--- config.mk ---
export PLATFORM = sky130hd
export DESIGN_NAME = multi_debouncer
export DESIGN_NICKNAME = d
export VERILOG_FILES = /design/src/rtl/multi_debouncer.sv
export SDC_FILE = /design/constraint.sdc
export NUM_CORES = 1
export LEC_CHECK = 0
export BUFFER_PORTS_ARGS = -buffer_cell sky130_fd_sc_hd__buf_2
export CORE_AREA = 2 2 58 60
export CTS_CLUSTER_DIAMETER = 30
export DETAILED_ROUTE_END_ITERATION = 12
export DIE_AREA = 0 0 60 62
export GPL_TIMING_DRIVEN = 0
export PLACE_DENSITY = 0.81
export SYNTH_ARGS = -nofsm -noshare
export SYNTH_HDL_FRONTEND = slang
export SYNTH_SLANG_ARGS = --single-unit
--- constraint.sdc ---
create_clock -name clock -period 5.5 [get_ports clock]
set_input_delay 0.275 -clock clock [delete_from_list [all_inputs] [get_ports clock]]
set_output_delay 0.275 -clock clock [all_outputs]
set_load 0.01 [all_outputs]
--- src/rtl/multi_debouncer.sv ---
// N-channel debouncer: per-channel synchroniser plus tick-driven stability counter.
// Optional auto-repeat on held channels when MULTI_DEBOUNCER_AUTOREPEAT_EN is defined.
module multi_debouncer #(
  parameter int N_CH         = 4,
  parameter int TICK_DIV     = 250000,
  parameter int STABLE_CNT   = 3,
  parameter int SYNC_STAGES  = 2,
  parameter int REPEAT_DELAY = 100,
  parameter int REPEAT_RATE  = 25
) (
  input  logic            clock,
  input  logic            resetn,
  input  logic [N_CH-1:0] signal_in,
  output logic [N_CH-1:0] level_out,
  output logic [N_CH-1:0] rise_pulse,
  output logic [N_CH-1:0] fall_pulse,
  output logic            tick_out
);

  localparam int TW = $clog2(TICK_DIV);
  localparam int SW = $clog2(STABLE_CNT + 1);
  localparam logic [TW-1:0] TICK_LAST   = TW'(TICK_DIV - 1);
  localparam logic [SW-1:0] STABLE_LAST = SW'(STABLE_CNT - 1);
  // An illegal parameter set never ticks, so every level stays at its reset value.
  localparam bit P_LEGAL = (TICK_DIV >= 2) && (STABLE_CNT >= 1) && (SYNC_STAGES >= 2) &&
                           (REPEAT_DELAY >= 1) && (REPEAT_RATE >= 1);

  logic [TW-1:0]                   r_tick_cnt;
  logic                            r_tick;
  logic [SYNC_STAGES-1:0][N_CH-1:0] r_sync;
  logic [N_CH-1:0][SW-1:0]         r_cnt;
  logic [N_CH-1:0]                 r_level;
  logic [N_CH-1:0]                 r_rise;
  logic [N_CH-1:0]                 r_fall;
  logic [N_CH-1:0]                 w_sync;
  logic [N_CH-1:0]                 w_flip;
  logic [N_CH-1:0]                 w_rep_fire;

  assign w_sync = r_sync[SYNC_STAGES-1];

  always_ff @(posedge clock) begin
    if (!resetn) begin
      r_tick_cnt <= '0;
      r_tick     <= 1'b0;
    end else begin
      r_tick     <= P_LEGAL && (r_tick_cnt == TICK_LAST);
      r_tick_cnt <= (r_tick_cnt == TICK_LAST) ? '0 : r_tick_cnt + TW'(1);
    end
  end

  always_ff @(posedge clock) begin
    if (!resetn) begin
      r_sync <= '0;
    end else begin
      r_sync <= {r_sync[SYNC_STAGES-2:0], signal_in};
    end
  end

  // Channels whose level flips on this clock's edge.
  always_comb begin
    w_flip = '0;
    for (int i = 0; i < N_CH; i++) begin
      w_flip[i] = r_tick && (w_sync[i] != r_level[i]) && (r_cnt[i] == STABLE_LAST);
    end
  end

  always_ff @(posedge clock) begin
    if (!resetn) begin
      r_cnt   <= '0;
      r_level <= '0;
      r_rise  <= '0;
      r_fall  <= '0;
    end else begin
      r_rise <= w_rep_fire;
      r_fall <= '0;
      if (r_tick) begin
        for (int i = 0; i < N_CH; i++) begin
          if (w_sync[i] == r_level[i]) begin
            r_cnt[i] <= '0;
          end else if (w_flip[i]) begin
            r_cnt[i]   <= '0;
            r_level[i] <= w_sync[i];
            if (w_sync[i]) r_rise[i] <= 1'b1;
            else           r_fall[i] <= 1'b1;
          end else begin
            r_cnt[i] <= r_cnt[i] + SW'(1);
          end
        end
      end
    end
  end

`ifdef MULTI_DEBOUNCER_AUTOREPEAT_EN
  localparam int RMAX = (REPEAT_DELAY > REPEAT_RATE) ? REPEAT_DELAY : REPEAT_RATE;
  localparam int RW   = $clog2(RMAX + 1);
  localparam logic [RW-1:0] REP_DELAY_V = RW'(REPEAT_DELAY);
  localparam logic [RW-1:0] REP_RATE_V  = RW'(REPEAT_RATE);

  logic [N_CH-1:0][RW-1:0] r_rep;

  // Down-counter per channel; reaching 1 on a tick fires a repeat and reloads the rate.
  always_ff @(posedge clock) begin
    if (!resetn) begin
      r_rep <= '0;
    end else begin
      for (int i = 0; i < N_CH; i++) begin
        if (w_flip[i] && w_sync[i]) begin
          r_rep[i] <= REP_DELAY_V;
        end else if (!r_level[i] || w_flip[i]) begin
          r_rep[i] <= '0;
        end else if (r_tick) begin
          r_rep[i] <= (r_rep[i] == RW'(1)) ? REP_RATE_V : r_rep[i] - RW'(1);
        end
      end
    end
  end

  always_comb begin
    w_rep_fire = '0;
    for (int i = 0; i < N_CH; i++) begin
      w_rep_fire[i] = r_tick && r_level[i] && !w_flip[i] && (r_rep[i] == RW'(1));
    end
  end
`else
  assign w_rep_fire = '0;
`endif

  assign level_out  = r_level;
  assign rise_pulse = r_rise;
  assign fall_pulse = r_fall;
  assign tick_out   = r_tick;

endmodule

==> insert_results.sql <==
INSERT INTO impl_metrics (metric_group, metric, value, unit) VALUES
('cts', 'resized_after_cts', '0', ''),
('drt', 'route.detailed.drc', '0', ''),
('floorplanning', 'placement_rows', '21', ''),
('pwr', 'finalPower', '609', 'µW'),
('cts', 'cts_root_buf', 'sky130_fd_sc_hd__clkbuf_4', ''),
('critical_path', 'cp.arrival', '2250', 'ps'),
('cts', 'cts_max_path_buffers', '2', ''),
('cts', 'cts_inserted_buffers', '5', ''),
('critical_path', 'worst-path-max-fanout', '10', ''),
('critical_path', 'cp_data_required_time', '5750', 'ps'),
('floorplanning', 'die_area', '3720', 'µm²'),
('cells_and_area', 'nNetsFinal', '235', ''),
('cts', 'insertion_delay', '360', 'ps'),
('synth', 'post_synth_num_cell_types', '28', ''),
('outcome', 'status', 'completed', ''),
('critical_path', 'worstSetupPathType', 'flip-flop to flip-flop', ''),
('global_route', 'pin_count_of_the_biggest_net_entering_global_routing', '15', ''),
('cells_and_area', 'final_cell_area', '2060', 'µm²'),
('sta', 'fmax', '502', 'MHz'),
('global_route', 'grt_antenna_before_repair', '0', ''),
('cts', 'cts_max_level', '2', ''),
('pwr', 'total_leakage_power', '0.000726', 'µW'),
('cts', 'post-cts-setup-buffers', '0', ''),
('drt', 'routed_via_density', '5.19', ''),
('sta', 'setup_total_negative_slack', '0', 'ps'),
('floorplanning', 'starting_density_of_the_core', '0.571', ''),
('drt', 'routedWlPerCell', '10.8', 'µm'),
('global_route', 'grt_overflow_total', '0', ''),
('floorplanning', 'core_region_area', '3180', 'µm²'),
('drt', 'routed_wl', '2960', 'µm'),
('synth', 'synthesis.area', '1810', 'µm²'),
('sta', 'fin_crit_sh', '0.362', ''),
('critical_path', 'crit_path_end_kind', 'flip-flop', ''),
('placement', 'port_buffers', '18', ''),
('floorplanning', 'die_h', '62', 'µm'),
('cts', 'clk_pin_slew', '130', 'ps'),
('floorplanning', 'floorplan.io_pins', '19', ''),
('drt', 'routed-via-count', '1426', ''),
('synth', 'yosysWarningCount', '0', ''),
('sta', 'post_layout_min_period', '1990', 'ps'),
('cells_and_area', 'final_layout_size_suffix_gt1_frac', '0.127', ''),
('cells_and_area', 'commonest_cells_after_routing_fill_and_taps_aside', 'sky130_fd_sc_hd__dfxtp_1 (47), sky130_fd_sc_hd__nor2_1 (32), sky130_fd_sc_hd__nand2_1 (18), sky130_fd_sc_hd__buf_2 (18), sky130_fd_sc_hd__a21oi_1 (16)', ''),
('global_route', 'first_global_vias', '1217', ''),
('synth', 'synth_top_cell_area_share', '0.519', ''),
('cells_and_area', 'layout_overhead_on_the_synthesized_area', '13.7', '%'),
('synth', 'seq_area_frac_synth', '0.519', ''),
('synth', 'ys_seq_elements', '47', ''),
('sta', 'timing_max_transition_violations_final', '0', ''),
('sta', 'slew_headroom', '0.694', ''),
('placement', 'place_congestion', '0.856', ''),
('global_route', 'global_route.usage.total', '0.187', ''),
('synth', 'synth-async-reset-ratio', '0', ''),
('drt', 'drt_iter0_drc', '58', ''),
('drt', 'ant_nets', '0', ''),
('cts', 'clock_tree_from_tritoncts', 'built', ''),
('synth', 'synth-edff-count', '0', ''),
('job', 'cap_violations', '0', ''),
('drt', 'drt-pass1-iter-count', '4', ''),
('synth', 'post_synth.cell_area_avg', '8.94', 'µm²'),
('synth', 'synth_fp_nets', '210', ''),
('sta', 'setup-violations-final', '0', ''),
('pwr', 'power_density', '295', 'nW/µm²'),
('synth', 'synthesis.instances', '203', ''),
('synth', 'synth_top_flop_cell', 'sky130_fd_sc_hd__dfxtp_1', ''),
('sta', 'worst_pin_slew', '459', 'ps'),
('pwr', 'vdd_ir_drop_max', '144', 'µV'),
('global_route', 'grt_pass1_wl', '5130', 'µm'),
('floorplanning', 'die_x', '60', 'µm'),
('cts', 'post_cts_hold_buffer_count', '0', ''),
('sta', 'fin_worst_hold_slack', '111', 'ps'),
('critical_path', 'critical_path.startpoint_type', 'flip-flop', ''),
('placement', 'placement.cell_area', '1960', 'µm²'),
('cts', 'number_of_clock_sinks', '47', ''),
('cells_and_area', 'antenna_cells_inserted', '0', ''),
('sta', 'finalClockSkew', '16.0', 'ps'),
('hold_path', 'hold_class', 'input pin to flip-flop', ''),
('cells_and_area', 'layout.cells.most_common', 'sky130_fd_sc_hd__dfxtp_1', ''),
('sta', 'setup_repair_after_global_routing_missed_its_margin', 'no', ''),
('placement', 'detailed_place_hpwl', '2070', 'µm'),
('synth', 'netlist.top_cell.by_area', 'sky130_fd_sc_hd__dfxtp_1', ''),
('synth', 'synth_top_cells_by_area', 'sky130_fd_sc_hd__dfxtp_1 (52%), sky130_fd_sc_hd__nor2_1 (6.6%), sky130_fd_sc_hd__xnor2_1 (4.8%)', ''),
('sta', 'hold_viol', '0', '');
-- report_power, final --
| group | leakage, µW | total (µW) | switching, µW | internal (µW) |
|---|---|---|---|---|
| Clock | 0.0000525 | 246 | 104 | 142 |
| Combinational | 0.000293 | 15.0 | 8.51 | 6.52 |
| Sequential | 0.000381 | 348 | 3.35 | 345 |
| Total | 0.000726 | 609 | 116 | 493 |
-- worst max-delay path, stage by stage (launching register included) --
cell	delay, ps
sky130_fd_sc_hd__dfxtp_1	380
sky130_fd_sc_hd__or4b_1	530
sky130_fd_sc_hd__or4_4	450
sky130_fd_sc_hd__o21ai_4	290
sky130_fd_sc_hd__buf_6	180
sky130_fd_sc_hd__nor2_1	50
-- final timing paths --
check	from	depth (start not counted)	slack (ps)	to
hold reg to reg	r_sync[0]$_SDFF_PN0_	1	450	w_sync[0]$_SDFF_PN0_
setup / recovery	r_tick_cnt[9]$_SDFF_PP0_	5	3510	r_tick_cnt[4]$_SDFF_PP0_
hold / removal	signal_in[2]	2	110	r_sync[2]$_SDFF_PN0_
setup reg to reg	r_tick_cnt[9]$_SDFF_PP0_	5	3510	r_tick_cnt[4]$_SDFF_PP0_
-- cell families after synthesis --
logic type,after synthesis,synth area share
and+or+nand+nor,104,0.288
xor gates and xnor gates,15,0.0724
adders and majority gates,1,0.00690
buffers and inverters,9,0.0228
muxes,1,0.00621
DFF,47,0.519
AOI/OAI and AO/OA,26,0.0855
-- metrics by stage --
| stage | cells | worst slack (ps) | utilization |
|---|---|---|---|
| after floorplan | 203 | 3690 | - |
| after global placement | 267 | 3540 | 0.617 |
| after detailed placement | 267 | 3530 | 0.617 |
| after CTS | 275 | 3490 | 0.649 |
| after global routing | 275 | 3440 | 0.649 |
| final | 275 | 3510 | 0.649 |
-- area by class of cell --
class	instances	area [µm²]
Fill cell	263	1120
Sequential cell	47	941
Multi-Input combinational cell	147	832
Timing Repair Buffer	18	90.1
Clock inverter	2	60.1
Tap cell	46	57.6
Clock buffer	6	41.3
Buffer	4	22.5
Inverter	5	18.8
-- sequential cells by signal, indices dropped and copies added, names as in the netlist --
register,flops
rise_pulse,4
level_out,4
w_sync,4
r_sync,4
tick_out,1
r_cnt,8
r_tick_cnt,18
fall_pulse,4
-- routing by layer --
layer	routed length, µm	track usage
met1	1390	0.223
met5	0	0
met2	1420	0.306
met4	32	0.0857
met3	108	0.0621
-- synthesized netlist by cell type (all sizes together) (2+ instances only) --
| cell | n |
|---|---|
| nand2 | 18 |
| nor3 | 4 |
| nor4 | 5 |
| nor3b | 2 |
| nor2 | 32 |
| a2111oi | 3 |
| dfxtp | 47 |
| clkbuf | 2 |
| nand3 | 11 |
| nand2b | 11 |
| nand4 | 6 |
| o21ai | 6 |
| inv | 5 |
| buf | 2 |
| xnor2 | 10 |
| or3 | 3 |
| xor2 | 5 |
| a21oi | 16 |
| and2 | 8 |
| or4 | 2 |
No activity file was read; power rests on OpenSTA's default activity.
